**src/rtl/traffic_light_pkg.sv**
```systemverilog
// Shared types and constants for the traffic-light monitor: lamp encodings, phases,
// error codes and the monitor FSM state.
package traffic_light_pkg;

    localparam logic [2:0] LAMP_OFF = 3'b000;
    localparam logic [2:0] LAMP_G   = 3'b001;
    localparam logic [2:0] LAMP_Y   = 3'b010;
    localparam logic [2:0] LAMP_R   = 3'b100;

    typedef enum logic [1:0] {
        PH_IDLE = 2'd0,
        PH_G    = 2'd1,
        PH_Y    = 2'd2,
        PH_R    = 2'd3
    } phase_e;

    localparam logic [2:0] ERR_NONE   = 3'd0;
    localparam logic [2:0] ERR_ENC    = 3'd1;
    localparam logic [2:0] ERR_SEQ    = 3'd2;
    localparam logic [2:0] ERR_STEP   = 3'd3;
    localparam logic [2:0] ERR_RELOAD = 3'd4;
    localparam logic [2:0] ERR_STALL  = 3'd5;

    typedef enum logic {
        MON_INIT = 1'b0,
        MON_RUN  = 1'b1
    } mon_state_e;

    function automatic logic lamp_legal(logic [2:0] c);
        return (c == LAMP_OFF) || (c == LAMP_G) || (c == LAMP_Y) || (c == LAMP_R);
    endfunction

    function automatic phase_e lamp2phase(logic [2:0] c);
        case (c)
            LAMP_G:  return PH_G;
            LAMP_Y:  return PH_Y;
            LAMP_R:  return PH_R;
            default: return PH_IDLE;
        endcase
    endfunction

endpackage

```
**src/rtl/traffic_light_monitor_if.sv**
```systemverilog
// Lamp/countdown bus from the controller plus the monitor's error/status outputs.
interface traffic_light_monitor_if;
    logic [2:0]  light_ctrl;
    logic [3:0]  light_t;
    logic        clr_err;
    logic [1:0]  phase;
    logic        err_valid;
    logic [2:0]  err_code;
    logic        err_sticky;
    logic [15:0] cycle_cnt;

    modport master (
        output light_ctrl, light_t, clr_err,
        input  phase, err_valid, err_code, err_sticky, cycle_cnt
    );

    modport slave (
        input  light_ctrl, light_t, clr_err,
        output phase, err_valid, err_code, err_sticky, cycle_cnt
    );
endinterface

```
**src/rtl/tlm_input_sync.sv**
```systemverilog
// Two-flop synchroniser for the lamp/countdown inputs when they come from another clock domain.
module tlm_input_sync #(
    parameter int W = 7
) (
    input  logic         clk,
    input  logic         rst,
    input  logic [W-1:0] d_i,
    output logic [W-1:0] q_o
);
    logic [W-1:0] meta_q;
    logic [W-1:0] sync_q;

    always_ff @(posedge clk or posedge rst) begin
        if (rst) begin
            meta_q <= '0;
            sync_q <= '0;
        end else begin
            meta_q <= d_i;
            sync_q <= meta_q;
        end
    end

    assign q_o = sync_q;
endmodule

```
**src/rtl/traffic_light_monitor.sv**
```systemverilog
// Checks lamp encoding, phase order, countdown steps, reloads and liveness of the light controller.
// Define TLM_SYNC_EN to put 2-flop synchronisers on light_ctrl/light_t.
module traffic_light_monitor
    import traffic_light_pkg::*;
#(
    parameter logic [3:0]  G_T       = 4'd10,
    parameter logic [3:0]  Y_T       = 4'd5,
    parameter logic [3:0]  R_T       = 4'd15,
    parameter logic [31:0] STALL_MAX = 32'd100_000_000
) (
    input logic                    sys_clk,
    input logic                    sys_rst_p,
    traffic_light_monitor_if.slave mon
);
    logic [6:0] in_s;
    logic [2:0] ctrl_s;
    logic [3:0] t_s;

`ifdef TLM_SYNC_EN
    tlm_input_sync #(.W(7)) u_sync (
        .clk (sys_clk),
        .rst (sys_rst_p),
        .d_i ({mon.light_ctrl, mon.light_t}),
        .q_o (in_s)
    );
`else
    assign in_s = {mon.light_ctrl, mon.light_t};
`endif
    assign ctrl_s = in_s[6:4];
    assign t_s    = in_s[3:0];

    mon_state_e  state_q, state_d;
    logic [2:0]  prev_ctrl_q, prev_ctrl_d;
    logic [3:0]  prev_t_q, prev_t_d;
    phase_e      phase_q, phase_d;
    logic [31:0] stall_q, stall_d;
    logic [15:0] cycle_q, cycle_d;
    logic        err_valid_q, err_valid_d;
    logic        err_sticky_q, err_sticky_d;
    logic [2:0]  err_code_q, err_code_d;

    logic       evt, stall_hit, seq_ok;
    logic [3:0] reload;
    logic [2:0] code;

    assign evt = ({ctrl_s, t_s} != {prev_ctrl_q, prev_t_q});

    always_comb begin
        state_d     = state_q;
        prev_ctrl_d = prev_ctrl_q;
        prev_t_d    = prev_t_q;
        phase_d     = phase_q;
        stall_d     = stall_q;
        cycle_d     = cycle_q;
        stall_hit   = 1'b0;
        code        = ERR_NONE;

        case (ctrl_s)
            LAMP_G:  reload = G_T;
            LAMP_Y:  reload = Y_T;
            LAMP_R:  reload = R_T;
            default: reload = 4'd0;
        endcase
        seq_ok = (prev_ctrl_q == LAMP_OFF && ctrl_s == LAMP_G) ||
                 (prev_ctrl_q == LAMP_G   && ctrl_s == LAMP_Y) ||
                 (prev_ctrl_q == LAMP_Y   && ctrl_s == LAMP_R) ||
                 (prev_ctrl_q == LAMP_R   && ctrl_s == LAMP_G);

        case (state_q)
            MON_INIT: begin
                prev_ctrl_d = ctrl_s;
                prev_t_d    = t_s;
                if (lamp_legal(ctrl_s)) phase_d = lamp2phase(ctrl_s);
                stall_d     = '0;
                state_d     = MON_RUN;
            end
            default: begin
                if (evt) begin
                    prev_ctrl_d = ctrl_s;
                    prev_t_d    = t_s;
                    stall_d     = '0;
                    if (lamp_legal(ctrl_s)) phase_d = lamp2phase(ctrl_s);
                    if (prev_ctrl_q == LAMP_R && ctrl_s == LAMP_G) cycle_d = cycle_q + 16'd1;
                end else if (stall_q == STALL_MAX - 32'd1) begin
                    stall_d   = '0;
                    stall_hit = 1'b1;
                end else begin
                    stall_d = stall_q + 32'd1;
                end

                // Encoding is checked every cycle; everything else only on events.
                if (!lamp_legal(ctrl_s))                code = ERR_ENC;
                else if (evt && ctrl_s != prev_ctrl_q) begin
                    if (!seq_ok)                        code = ERR_SEQ;
                    else if (prev_t_q != 4'd1)          code = ERR_STEP;
                    else if (t_s != reload)             code = ERR_RELOAD;
                end else if (evt) begin
                    if (prev_t_q == 4'd1 || t_s != prev_t_q - 4'd1) code = ERR_STEP;
                end else if (stall_hit)                 code = ERR_STALL;
            end
        endcase

        err_valid_d  = (code != ERR_NONE);
        err_sticky_d = err_sticky_q;
        err_code_d   = err_code_q;
        // A new error beats a simultaneous clear; otherwise the first error is held.
        if (err_valid_d) begin
            err_sticky_d = 1'b1;
            if (!err_sticky_q || mon.clr_err) err_code_d = code;
        end else if (mon.clr_err) begin
            err_sticky_d = 1'b0;
            err_code_d   = ERR_NONE;
        end
    end

    always_ff @(posedge sys_clk or posedge sys_rst_p) begin
        if (sys_rst_p) begin
            state_q      <= MON_INIT;
            prev_ctrl_q  <= '0;
            prev_t_q     <= '0;
            phase_q      <= PH_IDLE;
            stall_q      <= '0;
            cycle_q      <= '0;
            err_valid_q  <= 1'b0;
            err_sticky_q <= 1'b0;
            err_code_q   <= ERR_NONE;
        end else begin
            state_q      <= state_d;
            prev_ctrl_q  <= prev_ctrl_d;
            prev_t_q     <= prev_t_d;
            phase_q      <= phase_d;
            stall_q      <= stall_d;
            cycle_q      <= cycle_d;
            err_valid_q  <= err_valid_d;
            err_sticky_q <= err_sticky_d;
            err_code_q   <= err_code_d;
        end
    end

    assign mon.phase      = phase_q;
    assign mon.err_valid  = err_valid_q;
    assign mon.err_code   = err_code_q;
    assign mon.err_sticky = err_sticky_q;
    assign mon.cycle_cnt  = cycle_q;
endmodule

```
**src/flat_wrapper.sv**
```systemverilog
// flat-port wrapper written by rule: the top's interface ports become plain ports
module traffic_light_monitor_flat import traffic_light_pkg::*;
#(
    parameter logic [3:0]  G_T       = 4'd10,
    parameter logic [3:0]  Y_T       = 4'd5,
    parameter logic [3:0]  R_T       = 4'd15,
    parameter logic [31:0] STALL_MAX = 32'd100_000_000
)
  (sys_clk, sys_rst_p, mon_light_ctrl, mon_light_t, mon_clr_err, mon_phase, mon_err_valid, mon_err_code, mon_err_sticky, mon_cycle_cnt);
  traffic_light_monitor_if mon_i ();
  input logic sys_clk;
  input logic sys_rst_p;
  input wire logic [$bits(mon_i.light_ctrl)-1:0] mon_light_ctrl;
  input wire logic [$bits(mon_i.light_t)-1:0] mon_light_t;
  input wire logic [$bits(mon_i.clr_err)-1:0] mon_clr_err;
  output wire logic [$bits(mon_i.phase)-1:0] mon_phase;
  output wire logic [$bits(mon_i.err_valid)-1:0] mon_err_valid;
  output wire logic [$bits(mon_i.err_code)-1:0] mon_err_code;
  output wire logic [$bits(mon_i.err_sticky)-1:0] mon_err_sticky;
  output wire logic [$bits(mon_i.cycle_cnt)-1:0] mon_cycle_cnt;
  assign mon_i.light_ctrl = mon_light_ctrl;
  assign mon_i.light_t = mon_light_t;
  assign mon_i.clr_err = mon_clr_err;
  assign mon_phase = mon_i.phase;
  assign mon_err_valid = mon_i.err_valid;
  assign mon_err_code = mon_i.err_code;
  assign mon_err_sticky = mon_i.err_sticky;
  assign mon_cycle_cnt = mon_i.cycle_cnt;
  traffic_light_monitor #(.G_T(G_T), .Y_T(Y_T), .R_T(R_T), .STALL_MAX(STALL_MAX)) u_core (.sys_clk(sys_clk), .sys_rst_p(sys_rst_p), .mon(mon_i));
endmodule
```
**config.mk**
```make
export PLATFORM = sky130hd
export DESIGN_NAME = traffic_light_monitor_flat
export DESIGN_NICKNAME = d
export VERILOG_FILES = /design/src/rtl/traffic_light_pkg.sv /design/src/rtl/traffic_light_monitor_if.sv /design/src/rtl/tlm_input_sync.sv /design/src/rtl/traffic_light_monitor.sv /design/src/flat_wrapper.sv
export SDC_FILE = /design/constraint.sdc
export NUM_CORES = 1
export LEC_CHECK = 0
export ABC_AREA = 1
export CORE_MARGIN = 4
export CORE_UTILIZATION = 58
export DETAILED_ROUTE_END_ITERATION = 8
export GPL_TIMING_DRIVEN = 0
export HOLD_SLACK_MARGIN = 0.08
export PLACE_DENSITY = 0.8
export SETUP_SLACK_MARGIN = 0.1
export SLEW_MARGIN = 0
export SYNTH_ARGS = -nofsm -noshare
export SYNTH_HDL_FRONTEND = slang
export SYNTH_SLANG_ARGS = --single-unit
```
**constraint.sdc**
```tcl
create_clock -name sys_clk -period 2.4 [get_ports sys_clk]
set_input_delay 0.24 -clock sys_clk [delete_from_list [all_inputs] [get_ports sys_clk]]
set_output_delay 0.24 -clock sys_clk [all_outputs]
set_load 0.1 [all_outputs]
```
==> results of run 1 <==
power by group:
group,total [mW],internal (mW),switching [mW]
Clock,0.906,0.476,0.430
Combinational,0.471,0.115,0.356
Sequential,1.13,1.10,0.0292
Total,2.51,1.69,0.815
flip-flops by register name, indices dropped and copies added (netlist names):
signal and count:
u_core.mon.cycle_cnt 16, u_core.mon.err_code 3, u_core.prev_t_q 4, u_core.prev_ctrl_q 3
u_core.state_q 1, u_core.mon.phase 2, u_core.mon.err_valid 1, u_core.stall_q 32
u_core.mon.err_sticky 1
cells in the mapped netlist (4+ instances only):
cell type | count | share of area [%]
nand2_1 | 129 | 13
inv_1 | 67 | 7.0
dfrtp_1 | 63 | 44
nor2_1 | 63 | 6.6
nand3_1 | 35 | 4.9
a21oi_1 | 20 | 2.8
xnor2_1 | 12 | 2.9
xor2_1 | 12 | 2.9
nor3_1 | 11 | 1.5
nand4_1 | 9 | 1.6
nor2_2 | 8 | 1.4
clkbuf_1 | 7 | 0.73
inv_2 | 7 | 0.73
nand2_2 | 5 | 0.87
o21ai_0 | 5 | 0.70
o21ai_1 | 5 | 0.70
ha_1 | 4 | 1.4
routing by layer:
metal / vias up / global-route usage, %
li1: 1598 / -
met4: 0 / 8.22
met5: - / 0
met2: 66 / 35.4
met1: 1518 / 28.3
met3: 13 / 5.99
kinds of logic (layout without fill, tap and decap cells):
| group | Yosys count | count (layout) | share of synthesized area [%] |
|---|---|---|---|
| compound gates | 37 | 37 | 5.62 |
| xor+xnor | 24 | 24 | 5.86 |
| fa+ha+maj | 4 | 4 | 1.40 |
| buf+inv | 85 | 136 | 9.10 |
| flops | 63 | 63 | 43.9 |
| other cells | 1 | 1 | 0.105 |
| simple gates | 271 | 271 | 34.0 |
path summary, 6_finish.rpt:
kind | start | to | slack [ns] | depth (start not counted)
setup / recovery | u_core.mon.cycle_cnt[4]$_DFFE_PP0P_ | mon_cycle_cnt[4] | 0.18 | 1
hold / removal | sys_rst_p | u_core.mon.cycle_cnt[12]$_DFFE_PP0P_ | 0.27 | 2
setup reg to reg | u_core.stall_q[0]$_DFF_PP0_ | u_core.stall_q[0]$_DFF_PP0_ | 0.32 | 9
hold reg to reg | u_core.mon.cycle_cnt[2]$_DFFE_PP0P_ | u_core.mon.cycle_cnt[2]$_DFFE_PP0P_ | 0.48 | 1
max in group asynchronous | sys_rst_p | u_core.stall_q[30]$_DFF_PP0_ | 1.54 | 3
min in group sys_clk | u_core.mon.cycle_cnt[2]$_DFFE_PP0P_ | u_core.mon.cycle_cnt[2]$_DFFE_PP0P_ | 0.48 | 1
metrics by stage:
stage          util [%]  hold WS [ns]
4_1_cts            70.8         0.286
3_5_place_dp       67.6         0.466
2_1_floorplan         -         0.338
5_1_grt            71.1         0.318
3_3_place_gp       67.2         0.460
6_report           71.1         0.266
what timing repair did:
action | 4_1_cts | 5_1_grt
setup buffers | 0 | 2
endpoints found under the setup margin | 0 | 1
resized for setup | 0 | 1
cells in the final DEF (no fill, tap or decap), drive strengths merged, types with 2 or more instances in the layout:
cell type | Yosys | layout
nor2 | 74 | 74
a21oi | 21 | 21
nor3 | 13 | 13
nand2 | 134 | 134
nand3 | 38 | 38
xor2 | 12 | 12
clkinv | 0 | 4
o21a | 3 | 3
inv | 74 | 74
nor4 | 2 | 2
nand4 | 9 | 9
ha | 4 | 4
a31oi | 2 | 2
o21ai | 10 | 10
xnor2 | 12 | 12
buf | 4 | 7
clkbuf | 7 | 17
clkdlybuf4s50 | 0 | 32
dfrtp | 63 | 63
area by class of cell:
cell class	instances	area (µm²)	share of cell area (%)
well taps	75	93.8	2.22
clock inverters	6	61.3	1.45
clock buffers	10	128	3.01
flip-flops and latches	63	1580	37.3
multi-input cells	337	1690	39.9
plain buffers	11	48.8	1.15
inverters	74	278	6.56
repair buffers	35	355	8.39
==> flow_summary.ini, run 1 <==
[critical_path]
startpoint_type = flip-flop
cp.arrival_ns = 1.98
cp_top_family = buffers and inverters
required_ns = 2.16
slowest_delay_ns = 1.18
end_kind = output port
worstSetupPathType = flip-flop to output port
crit_chain = clkdlybuf4s50_1
path_buf_inv = 1
crit_slowest_cell = clkdlybuf4s50_1
crit_fanout = 6

[placement]
place_area_um2 = 4030
dpl_worst_slack_ns = 0.000387
dpl.hpwl_um = 5610
gp_congestion = 0.920
place_inst = 593
io_buffers = 32

[detailed_routing]
wl_met1_um = 3430
drc = 0
drt_wl_total_um = 7660
firstDrtPassIters = 5
initialDrtViolationCount = 178
wl_met2_um = 3750
dr.max_layer_used = met4
met3_length_um = 352
vias_per_cell = 5.23
num_vias = 3195
ant_nets = 0
wire_per_inst_um = 12.5

[global_routing]
grt_util_all_layers_pct = 22.0
grt.overflow.total = 0
grt_pass1_wl_um = 13100
grt_pass1_vias = 3046
grt_max_degree = 38
antenna_found_initial = 0

[finish]
nFillCells = 504
layout.nets = 545
final_area_um2 = 4230
num_antenna_cells = 0
area_delta_synth_final_pct = 18.0
drive_gt1_share_pct = 10.8
stdcell_count = 611

[cts]
clock_latency_ns = 0.35
numClockSinks = 63
root_buffer = clkbuf_8
cts_max_path_buffers = 2
cts_tree = yes
clk_pin_slew_ns = 0.07
cts_buffers = 9
cts_hold_buf = 0
htreeDepth = 3

[timing]
period_needed_ns = 2.22
setup_slack_ns = 0.183
max-slew-margin-rel_pct = 33.1
grt_setup_unrepaired = no
finalHoldViolations = 0
fin_crit_sh_pct = 92.4
finalMaxSlewViolations = 0
setup_viol = 0
fmax_mhz = 451
tightest_slew_ns = 1.00
finalSetupTns_ns = 0
fin_skew_ns = 0.00627

[pwr]
power.total_mw = 2.51
max-vdd-ir-drop_uv = 628
p_leak_nw = 2.08
power.density_nw_per_um2 = 592

[logic_synthesis]
synth_cell_types = 30
syn_avg_cell_area_um2 = 7.40
ys_ff_latch = 63
synth_edf_count = 0
synth-seq-area-share_pct = 43.9
async_flop_share_pct = 100
synth_nets = 499
synth.cell_area_um2 = 3590
postSynthCellCount = 485
synth_ff_type = dfrtp_1
yosysWarnings = 0

[floorplan]
die_h_um = 86.6
ios = 33
dieWidth_um = 86.6
start_util_pct = 60.2
die_area_um2 = 7510
core_region_area_um2 = 5960
core.rowCount = 28

[status]
status = finished, final reports clean

[run]
cap_viol_max_count = 0

[hold_path]
hold_class = primary input to asynchronous set/reset pin
(Power assumes the default switching activity.)
==> run 2, diff against run 1 <==
--- a/config.mk
+++ b/config.mk
@@ -12,8 +12,9 @@
 export GPL_TIMING_DRIVEN = 0
 export HOLD_SLACK_MARGIN = 0.08
 export PLACE_DENSITY = 0.8
+export RECOVER_POWER = 25
 export SETUP_SLACK_MARGIN = 0.1
-export SLEW_MARGIN = 0
+export SLEW_MARGIN = 15
 export SYNTH_ARGS = -nofsm -noshare
 export SYNTH_HDL_FRONTEND = slang
 export SYNTH_SLANG_ARGS = --single-unit
==> run 2 against run 1 <==
Combinational power about the same; sequential share of layout area hardly changed; power down 0.14%; via count down 2.1%; maximum frequency grew 0.59%; setup slack better by 0.013 ns; critical path type unchanged.
==> flow_summary.ini, run 2 (synthesis gave the netlist of run 1 again) <==
[detailed_routing]
wl_met1_um = 3460
wl_met2_um = 3500
wire_per_inst_um = 12.1
firstDrtPassIters = 4
drc = 0
ant_nets = 0
met3_length_um = 271
num_vias = 3127
vias_per_cell = 5.13
drt_wl_total_um = 7380
dr.max_layer_used = met4
initialDrtViolationCount = 143

[cts]
root_buffer = clkbuf_8
cts_max_path_buffers = 2
numClockSinks = 63
clk_pin_slew_ns = 0.07
htreeDepth = 3
cts_tree = yes
clock_latency_ns = 0.34
cts_buffers = 9

[timing]
whs_ns = 0.368
setup_slack_ns = 0.196
period_needed_ns = 2.20
setup_viol = 0
tightest_slew_ns = 0.999
fmax_mhz = 454
fin_skew_ns = 0.00669
max-slew-margin-rel_pct = 33.2
finalHoldViolations = 0
grt_setup_unrepaired = no
finalMaxSlewViolations = 0
finalSetupTns_ns = 0
fin_crit_sh_pct = 91.8

[placement]
dpl.hpwl_um = 5530
dpl_worst_slack_ns = 0.00464
gp_congestion = 0.920
io_buffers = 32
place_inst = 593

[global_routing]
grt_max_degree = 56
antenna_found_initial = 0
grt_pass1_wl_um = 12700
grt_util_all_layers_pct = 21.3
grt.overflow.total = 0
grt_pass1_vias = 2988

[finish]
layout.nets = 543
stdcell_count = 609
drive_gt1_share_pct = 10.9
regMostFlops = u_core.stall_q
largest_reg_flops = 32
num_antenna_cells = 0
area_delta_synth_final_pct = 18.1
final_common_cell = nand2_1
final_cell_mix = nand2_1, inv_1, nor2_1
fin_util_pct = 71.1

[floorplan]
die_area_um2 = 7510
dieWidth_um = 86.6
ios = 33
core_region_area_um2 = 5960
core.rowCount = 28
start_util_pct = 60.2
die_h_um = 86.6

[critical_path]
worstSetupPathType = flip-flop to output port
worstReg2RegEnd = u_core.stall_q[0]$_DFF_PP0_
crit_cells = 1
end_kind = output port
cp.arrival_ns = 1.96
slowest_delay_ns = 1.18
worstRegToRegCells = 9
r2r-start = u_core.stall_q[0]$_DFF_PP0_
cp_top_family = buffers and inverters
crit_fanout = 6
startpoint_type = flip-flop
crit_slowest_cell = clkdlybuf4s50_1
crit_chain = clkdlybuf4s50_1
path_buf_inv = 1
required_ns = 2.16
rrSetupSlack_ns = 0.32

[run]
cap_viol_max_count = 0

[pwr]
p_leak_nw = 2.07
power.density_nw_per_um2 = 591
max-vdd-ir-drop_uv = 666

[hold_path]
hold_class = primary input to asynchronous set/reset pin

[status]
status = finished, final reports clean
[run 2: changes by cell type in the layout (fill, tap and decap cells not counted), sizes merged]
cell / change
dlygate4sd3: +7
buf: -2
clkinvlp: +1
clkdlybuf4s50: -7
inv: -1
[run 2: power breakdown]
part,internal (mW),total [mW],switching [mW]
Combinational,0.114,0.471,0.356
Sequential,1.10,1.13,0.0297
Clock,0.476,0.902,0.426
[run 2: routing by layer]
| metal | vias to the layer above | track usage [%] |
|---|---|---|
| li1 | 1600 | - |
| met1 | 1458 | 27.6 |
| met2 | 52 | 34.3 |
| met3 | 17 | 4.66 |
| met4 | 0 | 9.35 |
| met5 | - | 0 |
[run 2: area by class of cell]
| class | instances | area (µm²) |
|---|---|---|
| fill | 497 | 1720 |
| clock inverter | 6 | 61.3 |
| multi-input combinational | 337 | 1700 |
| timing repair buffer | 33 | 348 |
| clock buffer | 10 | 128 |
| tap | 75 | 93.8 |
| sequential | 63 | 1580 |
| inverter | 74 | 279 |
| buffer | 11 | 48.8 |
[run 2: worst max path at each step]
stage | from | end | slack, ns
final | u_core.mon.cycle_cnt[4]$_DFFE_PP0P_ | mon_cycle_cnt[4] | 0.20
after global routing | mon_light_t[2] | u_core.stall_q[9]$_DFF_PP0_ | 0.06
after CTS | u_core.mon.cycle_cnt[4]$_DFFE_PP0P_ | mon_cycle_cnt[4] | 0.18
after detailed placement | mon_light_t[2] | u_core.stall_q[0]$_DFF_PP0_ | 0.005
after global placement | sys_rst_p | u_core.mon.cycle_cnt[2]$_DFFE_PP0P_ | -0.71
after floorplan | u_core.mon.cycle_cnt[3]$_DFFE_PP0P_ | u_core.mon.cycle_cnt[14]$_DFFE_PP0P_ | 0.16
[run 2: repair_timing]
action | in CTS | in global routing
buffers inserted | 0 | 0
hold buffers | 0 | 0
gates resized for setup | 0 | 3
setup endpoints to repair | 0 | 3
[run 2: stage by stage]
stage	instance area (µm²)	power, mW
after global routing	4240	2.61
after floorplan	3590	1.49
after global placement	4010	1.61
after CTS	4220	2.52
after detailed placement	4040	1.62
final	4240	2.50
==> run 3, diff against run 2 <==
--- a/config.mk
+++ b/config.mk
@@ -9,6 +9,7 @@
 export CORE_MARGIN = 4
 export CORE_UTILIZATION = 58
 export DETAILED_ROUTE_END_ITERATION = 8
+export GPL_ROUTABILITY_DRIVEN = 0
 export GPL_TIMING_DRIVEN = 0
 export HOLD_SLACK_MARGIN = 0.08
 export PLACE_DENSITY = 0.8
@@ -18,3 +19,4 @@
 export SYNTH_ARGS = -nofsm -noshare
 export SYNTH_HDL_FRONTEND = slang
 export SYNTH_SLANG_ARGS = --single-unit
+export TNS_END_PERCENT = 20
==> results of run 3 <==
Final layout, timing and power as in run 2 (identical DEF).
